`src/rtl/axi_wr_req_gen.sv`:
```
// Write-command sequencer feeding the AXI write master: issues AW, streams W beats
// with computed byte strobes, waits for B (with timeout) and pulses done.
module axi_wr_req_gen #(
  parameter int AW      = 32,
  parameter int TIMEOUT = 1024
) (
  input  logic          clk,
  input  logic          rst,
  input  logic          cmd_valid,
  output logic          cmd_ready,
  input  logic [AW-1:0] cmd_addr,
  input  logic [7:0]    cmd_len,
  input  logic [2:0]    cmd_size,
  input  logic [1:0]    cmd_burst,
  input  logic          din_valid,
  output logic          din_ready,
  input  logic [63:0]   din_data,
  output logic [AW-1:0] awaddr_in,
  output logic [7:0]    awlen_in,
  output logic [2:0]    awsize_in,
  output logic [1:0]    awburst_in,
  output logic          awvalid_in,
  output logic [63:0]   wdata_in,
  output logic [7:0]    wstrb_in,
  output logic          wvalid_in,
  output logic          bready_in,
  input  logic          axi_awvalid,
  input  logic          axi_awready,
  input  logic          axi_wvalid,
  input  logic          axi_wready,
  input  logic          axi_wlast,
  input  logic          axi_bvalid,
  input  logic [1:0]    axi_bresp,
  output logic          done,
  output logic [1:0]    done_resp,
  output logic          wlast_err,
  output logic          busy
);

  localparam logic [2:0] S_IDLE = 3'd0;
  localparam logic [2:0] S_AW   = 3'd1;
  localparam logic [2:0] S_W    = 3'd2;
  localparam logic [2:0] S_B    = 3'd3;
  localparam logic [2:0] S_RESP = 3'd4;

  localparam int TW = $clog2(TIMEOUT);

  logic [2:0]    state;
  logic [AW-1:0] cur_addr;
  logic [AW-1:0] nxt_addr;
  logic [7:0]    beat_cnt;
  logic [TW-1:0] tmo_cnt;
  logic          beat_acc;
  logic          last_beat;
  logic          illegal;

  // Lanes from the beat address up to the end of its size-aligned container.
  function automatic logic [7:0] lane_strb(input logic [2:0] a, input logic [2:0] size);
    logic [3:0] mask;
    logic [3:0] lo;
    logic [3:0] hi;
    logic [7:0] s;
    mask = (4'd1 << size) - 4'd1;
    lo   = {1'b0, a};
    hi   = (lo & ~mask) + mask;
    s    = 8'd0;
    for (int i = 0; i < 8; i++) begin
      s[i] = (4'(i) >= lo) && (4'(i) <= hi);
    end
    return s;
  endfunction

  function automatic logic [AW-1:0] next_addr(input logic [AW-1:0] cur, input logic [AW-1:0] start,
                                               input logic [7:0] len, input logic [2:0] size,
                                               input logic [1:0] burst);
    logic [AW-1:0] step;
    logic [AW-1:0] total;
    logic [AW-1:0] bound;
    logic [AW-1:0] lin;
    logic [AW-1:0] res;
    step  = AW'(1) << size;
    total = (AW'(len) + AW'(1)) << size;
    lin   = (cur & ~(step - AW'(1))) + step;
    bound = start & ~(total - AW'(1));
    case (burst)
      2'd1:    res = lin;
      2'd2:    res = (lin == bound + total) ? bound : lin;
      default: res = cur;
    endcase
    return res;
  endfunction

  assign cmd_ready = (state == S_IDLE);
  assign busy      = (state != S_IDLE);
  assign wvalid_in = (state == S_W) && din_valid;
  assign wdata_in  = (state == S_W) ? din_data : 64'd0;
  assign din_ready = beat_acc;

  // Beat acceptance, command legality and next beat address
  always_comb begin
    beat_acc  = (state == S_W) && axi_wvalid && axi_wready;
    last_beat = (beat_cnt == awlen_in);
    illegal   = (cmd_size > 3'd3) || (cmd_burst == 2'd3) ||
                ((cmd_burst == 2'd2) && !((cmd_len == 8'd1) || (cmd_len == 8'd3) ||
                                          (cmd_len == 8'd7) || (cmd_len == 8'd15)));
    nxt_addr  = next_addr(cur_addr, awaddr_in, awlen_in, awsize_in, awburst_in);
  end

  // Sequencer state, latched command and registered bus-side outputs
  always_ff @(posedge clk) begin
    if (rst) begin
      state      <= S_IDLE;
      cur_addr   <= '0;
      beat_cnt   <= 8'd0;
      tmo_cnt    <= '0;
      awaddr_in  <= '0;
      awlen_in   <= 8'd0;
      awsize_in  <= 3'd0;
      awburst_in <= 2'd0;
      awvalid_in <= 1'b0;
      wstrb_in   <= 8'd0;
      bready_in  <= 1'b0;
      done       <= 1'b0;
      done_resp  <= 2'd0;
      wlast_err  <= 1'b0;
    end else begin
      case (state)
        S_IDLE: begin
          if (cmd_valid) begin
            if (illegal) begin
              state     <= S_RESP;
              done      <= 1'b1;
              done_resp <= 2'b10;
            end else begin
              state      <= S_AW;
              awaddr_in  <= cmd_addr;
              awlen_in   <= cmd_len;
              awsize_in  <= cmd_size;
              awburst_in <= cmd_burst;
              awvalid_in <= 1'b1;
              cur_addr   <= cmd_addr;
            end
          end
        end
        S_AW: begin
          if (axi_awvalid && axi_awready) begin
            state      <= S_W;
            awvalid_in <= 1'b0;
            beat_cnt   <= 8'd0;
            wstrb_in   <= lane_strb(cur_addr[2:0], awsize_in);
          end
        end
        S_W: begin
          if (beat_acc) begin
            beat_cnt <= beat_cnt + 8'd1;
            if (axi_wlast != last_beat) begin
              wlast_err <= 1'b1;
            end
            if (last_beat) begin
              state     <= S_B;
              wstrb_in  <= 8'd0;
              bready_in <= 1'b1;
              tmo_cnt   <= '0;
            end else begin
              cur_addr <= nxt_addr;
              wstrb_in <= lane_strb(nxt_addr[2:0], awsize_in);
            end
          end
        end
        S_B: begin
          // A response arriving on the timeout cycle still takes priority.
          if (axi_bvalid) begin
            state     <= S_RESP;
            bready_in <= 1'b0;
            done      <= 1'b1;
            done_resp <= axi_bresp;
          end else if (tmo_cnt == TW'(TIMEOUT - 1)) begin
            state     <= S_RESP;
            bready_in <= 1'b0;
            done      <= 1'b1;
            done_resp <= 2'b11;
          end else begin
            tmo_cnt <= tmo_cnt + TW'(1);
          end
        end
        S_RESP: begin
          state <= S_IDLE;
          done  <= 1'b0;
        end
        default: begin
          state <= S_IDLE;
          done  <= 1'b0;
        end
      endcase
    end
  end

endmodule

```
`config.mk`:
```
export PLATFORM = sky130hd
export DESIGN_NAME = axi_wr_req_gen
export DESIGN_NICKNAME = d
export VERILOG_FILES = /design/src/rtl/axi_wr_req_gen.sv
export SDC_FILE = /design/constraint.sdc
export NUM_CORES = 1
export LEC_CHECK = 0
export BUFFER_PORTS_ARGS = -buffer_cell sky130_fd_sc_hd__buf_2
export CORE_MARGIN = 8
export CORE_UTILIZATION = 50
export CTS_CLUSTER_SIZE = 40
export DETAILED_ROUTE_END_ITERATION = 10
export PLACE_DENSITY = 0.8
export SLEW_MARGIN = 15
export SYNTH_ARGS = -nofsm -noshare
export SYNTH_HDL_FRONTEND = slang
export SYNTH_SLANG_ARGS = --single-unit
```
`constraint.sdc`:
```
create_clock -name clk -period 9.4 [get_ports clk]
set_clock_uncertainty 0.05 [all_clocks]
set_input_delay 0.47 -clock clk [delete_from_list [all_inputs] [get_ports clk]]
set_output_delay 0.47 -clock clk [all_outputs]
set_load 0.02 [all_outputs]
```
After elaboration in Yosys (flattened, before gate mapping)
Cells that the tools add are included.
Widths: inputs -> output; s select.
- register bits after elaboration: 112
- logic and storage cells: 185
- bits in read-only memories: 0
- output and inout port bits: 127
- latch bits: 0
- memories kept: 0
- bits of input ports: 121
- bits in writable memories: 0
- shift operators: 3
- multipliers: 0
- equality and inequality tests: 26
- $lt $le $gt $ge: 31
- divide/modulo/power cells: 0
- mux-type cells: 47
- bitwise gates (word level): 9
- reductions and logical operators: 44
- add/subtract/negate cells: 10
- operators with widths (operator ; count):
    $mux 32 ; 5
    $pmux 32 s2 ; 2
    $add 32x32->32 ; 2
    $and 32x32->32 ; 2
    $mux 64 ; 1
    $not 32->32 ; 2
    $sub 32x1->32 const B ; 2
    $mux 10 ; 4
    $mux 8 ; 5
    $eq 32x32->1 ; 1
    $le 3x4->1 const A ; 8
    $pmux 8 s2 ; 2
    $shl 1x3->32 const A ; 1
    $shl 9x3->32 ; 1
    $mux 3 ; 7
    $pmux 10 s2 ; 1
    $logic_and 1x1->1 ; 19
    $ge 3x3->1 const A ; 6
    $le 1x4->1 const A ; 4
    $le 2x4->1 const A ; 4
    $ne 2x2->1 const B ; 8
    $reduce_and 4->1 ; 4
    $reduce_and 5->1 ; 3
    $ge 1x3->1 const A ; 4
    other kinds (39) ; 72

Logic depth before layout (Yosys ltp)
- word-level depth: 16
- gate-level depth with buffers: 34
- mapped depth without buffers: 27

Least setup slack after synthesis
Ideal clock, no wire load.
- path type: reg2reg
- from: register awlen_in[0]
- to: register wstrb_in[2]
- buffers on the path: 6
- stages on the path, launching flop included: 31
- library setup time: 0.144 ns
- period minus slack after synthesis: 7.288 ns
- slack: 2.112 ns
- arrival time: 7.094 ns
- data required time: 9.206 ns
- cell sequence: dfxtp_1 ha_1 buf_4 and3_1 mux2i_1 a41oi_2 or3b_1 buf_2 or4_1 buf_2 buf_6 nor3_1 ha_1 and2_1 ha_1 clkbuf_1 and2_1 a31o_2 or3_1 a21oi_1 o21ba_2 o2111ai_1 nor4_4 and3_1 buf_2 mux2i_1 nor2_1 nand2_1 ha_1 o311ai_1 a311oi_1
- longest elaborated chain between the ends: 16
- elaborated cells on any way between the ends: 18
- classes of those cells: add/sub: 4; order compare: 2; eq/ne: 2; shift: 1; mux: 5; bitwise: 3; reduce/logical: 1
- ends and longest elaborated chain (element ; RTL line ; source):
    start: declaration ; 19 ; output logic [7:0] awlen_in,
    start signal: assignment ; 137 ; awlen_in <= cmd_len;
    $add 8x1->9 ; 82 ; total = (AW'(len) + AW'(1)) << size;
    $shl 9x3->32 ; 82 ;
    $sub 32x1->32 ; 84 ; bound = start & ~(total - AW'(1));
    $not 32->32 ; 84 ;
    $and 32x32->32 ; 84 ;
    $add 32x32->32 ; 87 ; 2'd2: res = (lin == bound + total) ? bound : lin;
    $eq 32x32->1 ; 87 ;
    $mux 32 ; 87 ;
    $pmux 32 s2 ; 85 ; case (burst)
    $and 3x4->4 ; 65 ; hi = (lo & ~mask) + mask;
    $add 4x4->4 ; 65 ;
    $le 2x4->1 ; 68 ; s[i] = (4'(i) >= lo) && (4'(i) <= hi);
    $logic_and 1x1->1 ; 68 ;
    $mux 8 * ; 159 ; if (last_beat) begin
    $mux 8 * ; 154 ; if (beat_acc) begin
    $pmux 8 s2 * ; 127 ; case (state)
    end signal: assignment ; 150 ; wstrb_in <= lane_strb(cur_addr[2:0], awsize_in);
    end signal: assignment ; 166 ; wstrb_in <= lane_strb(nxt_addr[2:0], awsize_in);
    end: declaration ; 24 ; output logic [7:0] wstrb_in,
Every way passes the cells marked *; elsewhere a longest branch is shown, timed or not. The select of a mux whose other input is x is not followed.
A chain may end at the register's enable or synchronous reset.

Worst setup path after layout
Ends and elaborated chain as after synthesis.

==> flow_summary_export.csv <==
group,metric,value,unit
final_layout,fillers,2092,
timing,tightest_slew,1.11,ns
synthesis,syn-instance-count,1532,
setup_path,path_cells,"ha_1 > and3_1 > mux2i_1 > a41oi_2 > or3b_1 > or4_1 > nor3_1 > ha_1 > and2_1 > ha_1 > and2_1 > a31o_2 > or3_1 > a21oi_1 > o21ba_2 > o2111ai_1 > nor4_4 > and3_1 > mux2i_1 > nor2_1 > nand2_1 > ha_1 > o311ai_1 > a311oi_1",
floorplanning,dieArea,27000,um2
route,wl_per_cell,21.3,um
clock_tree,cts_setup_buffers,0,
power_and_ir_drop,p_per_area,106,nW/um2
timing,setup_viol_count_final,0,
route,drtIter0Drc,1449,
setup_path,timing.rr.end,"wstrb_in[2]$_SDFFE_PP0P_",
timing,slew_viol_final,0,
final_layout,fin_nets,1833,
floorplanning,die_w,164,um
route,ant_nets,0,
floorplanning,core_area,21800,um2
floorplanning,rows,54,
global_routing,grt_pass1_vias,11800,
route,vias_per_cell,6.36,
setup_path,cp-end-kind,"flip-flop",
synthesis,ys_async_sr_fraction,0,
timing,finalCriticalPeriod,8.60,ns
min_path,hold_depth,3,
final_layout,final_cells,1979,
clock_tree,cts_tree,"done",
synthesis,synthTopCellsByArea,"dfxtp_1 (20%), nand2_1 (7.3%), xnor2_1 (5.3%)",
setup_path,rr_startpoint,"awlen_in[0]$_SDFFE_PP0P_",
clock_tree,cts.sinks,112,
power_and_ir_drop,p_leak,0.00485,uW
final_layout,final_area,12500,um2
final_layout,multiInputGateArea,8180,um2
clock_tree,htree_num_levels,3,
setup_path,cp.buffers_inverters,0,
synthesis,yosysTopAreaCell,"dfxtp_1",
floorplanning,initial_core_util,0.506,
synthesis,ys.flop_type,"dfxtp_1",
setup_path,criticalPathCategory,"flip-flop to flip-flop",
placement,post_dp_cell_area,12200,um2
global_routing,grt_remaining_overflow,0,
clock_tree,clk_path_buf_depth,2,
flow_run,maxCapViolations,0,
route,wl,42100,um
setup_path,max_stage_delay,0.78,ns
min_path,min_to,"awaddr_in[31]$_SDFFE_PP0P_",
setup_path,cp.arrival,8.75,ns
floorplanning,ios,248,
global_routing,antenna_found_initial,0,
route,num_vias,12600,
timing,slew_headroom,0.261,
synthesis,synth-edff-count,0,
clock_tree,clkTransAtPathRegs,0.08,ns
setup_path,cpMaxStageDelayCell,"or4_1",
synthesis,synth-seq-area-share,0.204,
route,drtPass1Iterations,5,
clock_tree,cts_resized,0,
setup_path,required,9.55,ns
min_path,hold_start,"cmd_addr[31]",
setup_path,cp.depth,24,
timing,finalHoldViolCount,0,
final_layout,antenna_cells,0,
setup_path,cp_max_fo,15,
setup_path,cpMostUsedCell,"ha_1",
clock_tree,ctsHoldBuffers,0,
timing,tns,0,ns
setup_path,rr_worst_depth,24,
synthesis,syn_area,11000,um2
power_and_ir_drop,irDropWorstVdd,0.0000790,V
setup_path,reg2reg_setup_slack,0.80,ns
timing,rsz0062_at_grt,"false",
route,route.detailed.drc,0,
synthesis,yosysMostFrequentCell,"nand2_1",
floorplanning,die_y,164,um
placement,hpwlAfterDp,32400,um
global_routing,grt_start_max_net_pins,97,
clock_tree,clk_root_buffer_cell,"clkbuf_16",
setup_path,critPathTopFamily,"simple AND/OR/NAND/NOR gates",
synthesis,ys_seq_elements,112,
placement,portBuffers,247,
placement,gp_congestion,1.03,
global_routing,grt_pass1_wl,65700,um
status,outcome,"completed",
clock_tree,clk_latency,0.36,ns
min_path,hp-class,"primary input to flip-flop",
clock_tree,cts_made_buffers,9,
synthesis,synth_commonest_cells,"nand2_1 (215), nor2_1 (135), dfxtp_1 (112)",
final_layout,drive_above_1_share,0.196,
final_layout,seqCellArea,2240,um2
synthesis,avgSynthCellArea,7.19,um2
synthesis,ys_warn_count,0,
synthesis,ys_types,106,
synthesis,yosysTopAreaCellShare,0.204,
global_routing,gr-usage-all-layers,0.304,
setup_path,cp-start-kind,"flip-flop",
timing,period_share,0.915,
placement,dp_cells,1963,
final_layout,area_growth,13.4,%
timing,fmaxAchievable,0.116,GHz
-- registers in the layout, summed over array words and instances, names as in the netlist --
signal / flops
wlast_err: 1
done_resp: 2
cur_addr: 32
tmo_cnt: 10
wstrb_in: 8
awvalid_in: 1
awsize_in: 3
bready_in: 1
done: 1
awburst_in: 2
awaddr_in: 32
beat_cnt: 8
awlen_in: 8
state: 3
-- area by class of cell --
type,instances,area share
Clock buffer,9,0.0180
Sequential cell,112,0.179
Timing Repair Buffer,257,0.105
Multi-Input combinational cell,1284,0.655
Inverter,30,0.00901
Clock inverter,7,0.00511
Tap cell,280,0.0280
-- worst min-delay path, stage by stage --
cell and delay, ns:
buf_2 0.10, nand2_1 0.05, a21oi_1 0.05
-- power by group --
group	switching, uW	leakage (uW)	internal, uW	total (uW)
registers	36.2	0.000909	494	530
logic	246	0.00380	147	393
clock network	214	0.000142	188	402
total	497	0.00485	829	1330
-- per-layer routing --
| metal | wire [um] | global-route usage | vias to the layer above | part of all wire |
|---|---|---|---|---|
| li1 | - | - | 5901 | - |
| met1 | 17600 | 0.402 | 5888 | 0.42 |
| met2 | 19100 | 0.484 | 701 | 0.45 |
| met3 | 3840 | 0.0513 | 99 | 0.091 |
| met4 | 1550 | 0.120 | 0 | 0.037 |
| met5 | 0 | 0 | - | 0 |
-- worst max path at each step --
stage               slack [ns]                      start                  endpoint
floorplan                 2.11   awlen_in[0]$_SDFFE_PP0P_  wstrb_in[2]$_SDFFE_PP0P_
global placement          1.13  awsize_in[0]$_SDFFE_PP0P_  wstrb_in[2]$_SDFFE_PP0P_
detailed placement        0.95   awlen_in[0]$_SDFFE_PP0P_  wstrb_in[2]$_SDFFE_PP0P_
CTS                       0.91   awlen_in[0]$_SDFFE_PP0P_  wstrb_in[2]$_SDFFE_PP0P_
global route              0.40  awsize_in[0]$_SDFFE_PP0P_  wstrb_in[2]$_SDFFE_PP0P_
finish                    0.80   awlen_in[0]$_SDFFE_PP0P_  wstrb_in[2]$_SDFFE_PP0P_
-- cells by family after synthesis --
kind of cell	synth area share
AOI/OAI and AO/OA	0.263
xor gates and xnor gates	0.0942
adders and majority gates	0.0204
buffers and inverters	0.0553
DFF	0.204
muxes	0.0324
other	0.000340
and+or+nand+nor	0.331
-- cell usage in the layout, fill, tap and decap left out, types with 28 or more instances in the layout --
master    synthesis  layout
a211oi_1         33      33
nor2_1          135     135
dfxtp_1         112     112
nand3_1          53      52
xnor2_1          67      67
nand4_1          30      30
nor3_1           41      41
o21ai_0          48      48
inv_1            28      28
buf_2            17     246
xor2_1           39      39
nand2_1         215     215
and2_1           88      88
a21oi_1         104     104
-- metrics by stage --
stage                util  total power, uW  hold WS [ns]  worst slack (ns)
floorplan               -              801         0.409              2.11
global placement    0.561              919         0.402              1.13
detailed placement  0.561              924         0.407             0.949
CTS                 0.574             1320         0.296             0.915
global route        0.574             1380         0.306             0.399
finish              0.574             1330         0.295             0.797
Power figures use the tool's default switching activity.
